$ cat config.mk
export PLATFORM = sky130hd
export DESIGN_NAME = gb_lcd_stream
export DESIGN_NICKNAME = d
export VERILOG_FILES = /design/src/rtl/gb_lcd_stream.sv
export SDC_FILE = /design/constraint.sdc
export NUM_CORES = 1
export LEC_CHECK = 0
export ABC_AREA = 1
export BUFFER_PORTS_ARGS = -buffer_cell sky130_fd_sc_hd__buf_2
export CAP_MARGIN = 10
export CORE_MARGIN = 1.5
export CORE_UTILIZATION = 50
export CTS_CLUSTER_SIZE = 16
export DETAILED_ROUTE_END_ITERATION = 10
export GPL_ROUTABILITY_DRIVEN = 0
export GPL_TIMING_DRIVEN = 0
export PLACE_DENSITY = 0.67
export RECOVER_POWER = 50
export SETUP_SLACK_MARGIN = 0.5
export SLEW_MARGIN = 40
export SYNTH_ARGS = -nofsm -noshare
export SYNTH_HDL_FRONTEND = slang
export SYNTH_SLANG_ARGS = --single-unit
$ cat constraint.sdc
create_clock -name pclk -period 3.6 [get_ports pclk]
set_input_delay 0.72 -clock pclk [delete_from_list [all_inputs] [get_ports pclk]]
set_output_delay 0.72 -clock pclk [all_outputs]
set_load 0.01 [all_outputs]
$ cat src/rtl/gb_lcd_stream.sv
// rtl/gb_lcd_stream.sv - Game Boy LCD pixel stream generator reading a 2-bit frame RAM
// Optional GB_LCD_TEST_PATTERN_EN adds test_mode, which replaces RAM pixels with a checker pattern.
module gb_lcd_stream #(
  parameter int H_ACTIVE = 160,
  parameter int H_TOTAL  = 228,
  parameter int V_ACTIVE = 144,
  parameter int V_TOTAL  = 154,
  parameter int HS_START = 164,
  parameter int HS_LEN   = 8,
  parameter int VS_LINES = 2
) (
  input  logic        pclk,
  input  logic        rst,
  input  logic        en,
`ifdef GB_LCD_TEST_PATTERN_EN
  input  logic        test_mode,
`endif
  output logic [14:0] fb_addr,
  output logic        fb_rd,
  input  logic [1:0]  fb_data,
  output logic        gb_pclk,
  output logic        gb_de,
  output logic        gb_hsync,
  output logic        gb_vsync,
  output logic [1:0]  gb_pixel,
  output logic        frame_done
);

  localparam logic [15:0] HA  = 16'(H_ACTIVE);
  localparam logic [15:0] HT  = 16'(H_TOTAL);
  localparam logic [15:0] VA  = 16'(V_ACTIVE);
  localparam logic [15:0] VT  = 16'(V_TOTAL);
  localparam logic [15:0] HSS = 16'(HS_START);
  localparam logic [15:0] HSE = 16'(HS_START + HS_LEN);
  localparam logic [15:0] VSE = 16'(V_ACTIVE + VS_LINES);

  typedef enum logic {IDLE, RUN} state_t;

  state_t      state_q, state_d;
  logic [15:0] h_q, h_d, v_q, v_d;
  logic        gb_pclk_q, gb_pclk_d;
  logic        de_q, de_d, hs_q, hs_d, vs_q, vs_d;
  logic [1:0]  pix_q, pix_d;
  logic        fb_rd_q, fb_rd_d;
  logic [14:0] fb_addr_q, fb_addr_d;
  logic        frame_done_q, frame_done_d;

  logic        tp;
  logic        active;
  logic [14:0] addr;
  logic [1:0]  pattern;

  // h/v name the slot being fetched on the rising gb_pclk edge and shown on the next falling one.
  always_comb begin
`ifdef GB_LCD_TEST_PATTERN_EN
    tp = test_mode;
`else
    tp = 1'b0;
`endif
    active  = (h_q < HA) && (v_q < VA);
    addr    = v_q[14:0] * HA[14:0] + h_q[14:0];
    pattern = h_q[4:3] ^ v_q[4:3];

    state_d      = state_q;
    h_d          = h_q;
    v_d          = v_q;
    gb_pclk_d    = gb_pclk_q;
    de_d         = de_q;
    hs_d         = hs_q;
    vs_d         = vs_q;
    pix_d        = pix_q;
    fb_rd_d      = 1'b0;
    fb_addr_d    = fb_addr_q;
    frame_done_d = 1'b0;

    case (state_q)
      IDLE: begin
        gb_pclk_d = 1'b0;
        de_d      = 1'b0;
        hs_d      = 1'b0;
        vs_d      = 1'b0;
        pix_d     = 2'b00;
        h_d       = 16'd0;
        v_d       = 16'd0;
        if (en) state_d = RUN;
      end
      default: begin
        gb_pclk_d = ~gb_pclk_q;
        if (!gb_pclk_q) begin
          fb_rd_d = active && !tp;
          if (active && !tp) fb_addr_d = addr;
        end else begin
          de_d  = active;
          hs_d  = (h_q >= HSS) && (h_q < HSE);
          vs_d  = (v_q >= VA) && (v_q < VSE);
          pix_d = !active ? 2'b00 : (tp ? pattern : fb_data);
          if (h_q == HT - 16'd1) begin
            h_d = 16'd0;
            if (v_q == VT - 16'd1) begin
              v_d          = 16'd0;
              frame_done_d = 1'b1;
              if (!en) begin
                state_d = IDLE;
                de_d    = 1'b0;
                hs_d    = 1'b0;
                vs_d    = 1'b0;
                pix_d   = 2'b00;
              end
            end else begin
              v_d = v_q + 16'd1;
            end
          end else begin
            h_d = h_q + 16'd1;
          end
        end
      end
    endcase
  end

  always_ff @(posedge pclk) begin
    if (rst) begin
      state_q      <= IDLE;
      h_q          <= 16'd0;
      v_q          <= 16'd0;
      gb_pclk_q    <= 1'b0;
      de_q         <= 1'b0;
      hs_q         <= 1'b0;
      vs_q         <= 1'b0;
      pix_q        <= 2'b00;
      fb_rd_q      <= 1'b0;
      fb_addr_q    <= 15'd0;
      frame_done_q <= 1'b0;
    end else begin
      state_q      <= state_d;
      h_q          <= h_d;
      v_q          <= v_d;
      gb_pclk_q    <= gb_pclk_d;
      de_q         <= de_d;
      hs_q         <= hs_d;
      vs_q         <= vs_d;
      pix_q        <= pix_d;
      fb_rd_q      <= fb_rd_d;
      fb_addr_q    <= fb_addr_d;
      frame_done_q <= frame_done_d;
    end
  end

  assign fb_addr    = fb_addr_q;
  assign fb_rd      = fb_rd_q;
  assign gb_pclk    = gb_pclk_q;
  assign gb_de      = de_q;
  assign gb_hsync   = hs_q;
  assign gb_vsync   = vs_q;
  assign gb_pixel   = pix_q;
  assign frame_done = frame_done_q;

endmodule

==> impl_metrics.ini, run 1 <==
[logic_synthesis]
yosysMostFrequentCell = nand2_1
synthCells = 569
yosysSeqAreaShare_pct = 29.4
synth_flop_cell = dfxtp_1
synth-edff-count = 0
yosys.area.top_type = dfxtp_1
ys_types = 37
synthArstFlopShare_pct = 0
ys_ff_latch = 56
synth_area_um2 = 3810
netlist_top_cells_area = dfxtp_1 (29%), nand2_1 (15%), ha_1 (8.9%), nor2_1 (7.0%), inv_1 (5.9%)
syn_nets = 603
yosysWarnings = 0
syn_area_per_cell_um2 = 6.69
synth_top_area_share_pct = 29.4
netlist_top_cells_count = nand2_1 (149), nor2_1 (71), inv_1 (60), dfxtp_1 (56), nand3_1 (42)

[power_and_ir_drop]
p_per_area_nw_per_um2 = 270
irDropWorstVdd_uv = 144
p_leak_nw = 1.78

[sta]
setup_viol = 0
finalHoldViolCount = 0
setup_tns_ps = 0
fin_crit_sh_pct = 80.4
fmax_ghz = 0.346
slew_violations = 0
worst_pin_slew_ps = 648
rsz0062_at_grt = no
slew_headroom_pct = 56.8
fin_ws_ps = 707
worst_clock_skew_ps = 14.7
period_minus_slack_ps = 2890

[drt]
final_antenna_net_count = 0
route.detailed.drc = 0
viasPerCell = 5.19
wl_per_cell_um = 13.1
drt_iter0_markers = 137
vias = 3652
drt-total-wl_um = 9220
drtPass1Iterations = 4

[layout]
antenna_cells = 0
fin_area_um2 = 4110
finish.utilization_pct = 56.3
final_net_count = 637
drive_gt1_share_pct = 7.78
area_delta_synth_final_pct = 7.88

[global_route]
antenna_found_initial = 0
first_global_vias = 3515
overflow = 0
grt_pass1_wl_um = 15800
grt_max_degree = 17
track_usage_pct = 23.7

[clocking]
clock_latency_ps = 310
cts_buffer_depth = 2
cts_root_buffer = clkbuf_8
numCtsBuffers = 5
cts_tree = yes
h-tree-depth = 2
cts_sinks = 56
clkSlewWorstSetupHoldPaths_ps = 100

[worst_setup_path]
path_max_fanout = 7
cp_data_arrival_time_ps = 3100
cp.required_ps = 3800
path_class = reg2reg
cp-end-kind = flop
crit_path_start_kind = flop

[floorplan]
ios = 28
die_area_um2 = 8150
die_w_um = 90.3
fp.dieH_um = 90.3
start_util_pct = 52.2
core_um2 = 7290
rows = 31

[placement]
io_buffers = 27
dp_hpwl_um = 7290
preCtsSetupSlack_ps = 652
placed_area_um2 = 4070

[hold_path]
hold_class = reg2reg

[status]
status = completed

[run]
maxCapViolCount = 0
## metal layers
metal | global-route usage [%] | up-vias | routed length, um
met5 | 0 | - | 0
met4 | 7.67 | 0 | 170
met3 | 3.03 | 10 | 367
met2 | 43.1 | 79 | 4510
met1 | 28.6 | 1646 | 4180
li1 | - | 1917 | -
## where the power goes
group | switching, mW | leakage, nW | total, mW | internal [mW]
Combinational | 0.0676 | 1.28 | 0.0968 | 0.0292
Clock | 0.207 | 0.0445 | 0.364 | 0.157
Sequential | 0.00861 | 0.456 | 0.647 | 0.638
Total | 0.283 | 1.78 | 1.11 | 0.824
## timing repair
action | in CTS | in global routing
buffers inserted | 0 | 0
resized for setup | 0 | 2
setup endpoints to repair | 0 | 1
hold buffers | 0 | 0
## final timing paths
kind                      end  startpoint  slack [ps]  depth (start not counted)
setup / recovery  fb_addr[14]      v_q[1]         710                         16
hold / removal       gb_hsync    gb_hsync         470                          2
setup reg to reg  fb_addr[14]      v_q[1]         710                         16
hold reg to reg      gb_hsync    gb_hsync         470                          2
## area by class of cell
cell class	count	area [um^2]
timing repair buffer	27	105
buffer	12	78.8
tap	99	124
fill	768	3180
clock buffer	7	86.3
sequential	56	1120
inverter	66	250
multi-input combinational	435	2330
clock inverter	1	7.51
## per-stage QoR
| stage | instances | power, mW | hold slack, ps |
|---|---|---|---|
| global placement | 695 | 0.762 | 449 |
| finish | 703 | 1.11 | 473 |
| CTS | 703 | 1.12 | 468 |
| global route | 703 | 1.15 | 487 |
| detailed placement | 695 | 0.764 | 453 |
| floorplan | 569 | 0.726 | 438 |
## layout by cell type (no fill, tap or decap), types with 14 or more instances in the layout
cell	n
a21oi_1	32
clkbuf_1	30
dfxtp_1	54
ha_1	27
inv_1	61
nand2_1	149
nand3_1	44
nand4_1	15
nor2_1	72
nor3_1	24
o21ai_0	14
## sequential cells by signal, indices dropped and copies added (netlist names)
name,count
h_q,16
v_q,16
fb_addr,15
gb_pixel,2
fb_rd,1
frame_done,1
gb_de,1
gb_hsync,1
gb_pclk,1
gb_vsync,1
state_q,1
## cells by family (layout without fill, tap and decap cells)
kind of cell | after synthesis | in the layout | share of synthesized area [%]
flops | 56 | 56 | 29.4
fa+ha+maj | 29 | 29 | 9.92
xor+xnor | 15 | 15 | 3.45
compound gates | 68 | 68 | 10.1
buf+inv | 78 | 113 | 8.77
simple gates | 323 | 323 | 38.3
## worst max-delay path: stages, from the launching register on
cell and delay (ps):
dfxtp_1 480, ha_1 290, ha_1 230, fa_1 430, nand2_1 80, nand3_1 90, nand2_1 90, xnor2_1 120
ha_1 290, nand2_1 110, inv_1 40, a21oi_1 160, nand3_1 120, inv_1 60, nand2_1 50, nand2_1 100
a21oi_1 70
(Power assumes the default switching activity.)
==> inputs of run 2 (changes only) <==
- PLACE_DENSITY: 0.67 -> 0.7
- clock period: 3.6 -> 2.6 ns (I/O delays scaled with it)
==> run 2 against run 1 <==
  * Total power up 37%
  * Clock skew down 3.5 ps
  * Sequential share of layout area down 1.4 points
  * Critical path type unchanged
  * Critical endpoint unchanged
  * Highest routed layer unchanged
==> impl_metrics.ini, run 2 (synthesized netlist as in run 1, its figures left out) <==
[drt]
drt-total-wl_um = 9480
final_antenna_net_count = 0
drt_iter0_markers = 263
drtPass1Iterations = 5
wl_per_cell_um = 13.2
vias = 3780
route.detailed.drc = 0
viasPerCell = 5.27

[hold_path]
hold_class = in2reg

[worst_setup_path]
crit_top_cell = nand2_2
path_class = reg2reg
crit_chain = ha_4 > ha_4 > fa_2 > nand2_2 > nand3_2 > nand2_2 > xnor2_2 > ha_1 > nand2_2 > inv_1 > a21oi_2 > nand3_2 > inv_1 > nand2_1 > nand2_2 > a21oi_2
crit_path_start_kind = flop
path_buf_inv = 2
cp.required_ps = 2820
cp_slowest_cell = dfxtp_4
cp-end-kind = flop
worst_path_largest_cell_delay_ps = 410
path_max_fanout = 4
cp_data_arrival_time_ps = 2790
critical_path.top_delay_family = adder cells

[floorplan]
rows = 31
start_util_pct = 52.2
ios = 28
die_w_um = 90.3
die_area_um2 = 8150
fp.dieH_um = 90.3
core_um2 = 7290

[clocking]
cts_buffer_depth = 2
clock_latency_ps = 320
clkSlewWorstSetupHoldPaths_ps = 100
cts_tree = yes
cts_root_buffer = clkbuf_8
h-tree-depth = 2
holdBufCountCts = 0
numCtsBuffers = 5
cts_sinks = 56

[power_and_ir_drop]
power_frac_seq_pct = 58.8
intPower_mw = 1.11
swShare_pct = 26.5
irDropWorstVdd_uv = 341
p_leak_nw = 1.87
combPwrFrac_pct = 9.0
netSwitchingPower_uw = 401
clockPowerShare_pct = 32.2
p_per_area_nw_per_um2 = 343

[sta]
slew_headroom_pct = 60.2
worst_clock_skew_ps = 11.2
fin_ws_ps = 32.4
finalHoldViolCount = 0
worst_pin_slew_ps = 596
fin_crit_sh_pct = 98.8
setup_viol = 0
rsz0062_at_grt = yes
slew_violations = 0
period_minus_slack_ps = 2570
fmax_ghz = 0.389

[layout]
final_cell_mix = nand2_1 (143), nor2_1 (69), inv_1 (59)
mostFrequentLayoutCell = nand2_1
antenna_cells = 0
drive_gt1_share_pct = 16.3
fin_area_um2 = 4420
area_delta_synth_final_pct = 16.0
final_net_count = 651

[global_route]
grt_max_degree = 18
track_usage_pct = 24.1
overflow = 0
grt_pass1_wl_um = 16200
first_global_vias = 3636
antenna_found_initial = 0

[run]
maxCapViolCount = 0

[placement]
dp_hpwl_um = 7170
io_buffers = 27
preCtsSetupSlack_ps = -45.9
placed_area_um2 = 4170

[status]
status = completed
==> run 2: cell types whose count changed in the layout (fill, tap and decap cells not counted), moves of 7 or more <==
| cell | before | now |
|---|---|---|
| ha_4 | 0 | 7 |
| a21oi_1 | 32 | 24 |
| buf_4 | 2 | 15 |
| ha_1 | 27 | 19 |
| a21oi_2 | 8 | 16 |
==> run 2: layout make-up <==
cell class              instances  area, um^2
fillers                       719        2880
multi-input cells             435        2510
flip-flops and latches         56        1140
inverters                      66         250
repair buffers                 41         215
well taps                      99         124
plain buffers                  12        78.8
clock buffers                   6        72.6
clock inverters                 2        16.3
==> run 2: timing repair <==
item | 4_1_cts | 5_1_grt
setup endpoints to repair | 5 | 6
pin swaps | 19 | 10
resized for setup | 15 | 14
setup buffers | 12 | 2
gates cloned | 0 | 0
==> run 2: per-layer routing <==
layer | GRT usage, % | vias to the layer above | part of all wire [%]
met5 | 0 | - | 0
met2 | 42.9 | 93 | 49
met4 | 11.1 | 0 | 2.8
met1 | 28.9 | 1709 | 43
met3 | 2.95 | 24 | 4.7
li1 | - | 1954 | -
==> run 2: worst reg2reg max path, stage by stage, from the launching register on <==
cell and delay, ps:
dfxtp_4 410, ha_4 220, ha_4 160, fa_2 370, nand2_2 80, nand3_2 80, nand2_2 90, xnor2_2 70
ha_1 360, nand2_2 130, inv_1 60, a21oi_2 150, nand3_2 80, inv_1 60, nand2_1 50, nand2_2 70
a21oi_2 50
==> run 2: per-stage QoR <==
stage	utilization [%]	setup TNS [ps]	hold slack (ps)	total power, mW	cells
floorplan	-	0	438	1.00	569
global placement	57.2	0	446	1.05	695
detailed placement	57.2	-45.9	452	1.05	695
finish	60.6	0	456	1.51	717
CTS	60.4	0	456	1.53	715
global route	60.6	-218	450	1.58	717
==> run 2: power groups by stage <==
| stage | Combinational, mW | Sequential, mW | Clock, mW |
|---|---|---|---|
| after CTS | 0.143 | 0.889 | 0.496 |
| final | 0.136 | 0.889 | 0.488 |
| after floorplan | 0.0787 | 0.925 | 0 |
| after global routing | 0.154 | 0.893 | 0.531 |
| after detailed placement | 0.142 | 0.913 | 0 |
| after global placement | 0.141 | 0.912 | 0 |
==> run 2: worst paths after layout <==
| kind | to | start | slack (ps) | cells after the start |
|---|---|---|---|---|
| worst max-delay path | fb_addr[14] | v_q[3] | 30 | 16 |
| worst min-delay path | gb_pixel[0] | fb_data[0] | 460 | 3 |
| worst min register to register | gb_vsync | gb_vsync | 470 | 2 |
| worst max register to register | fb_addr[14] | v_q[3] | 30 | 16 |
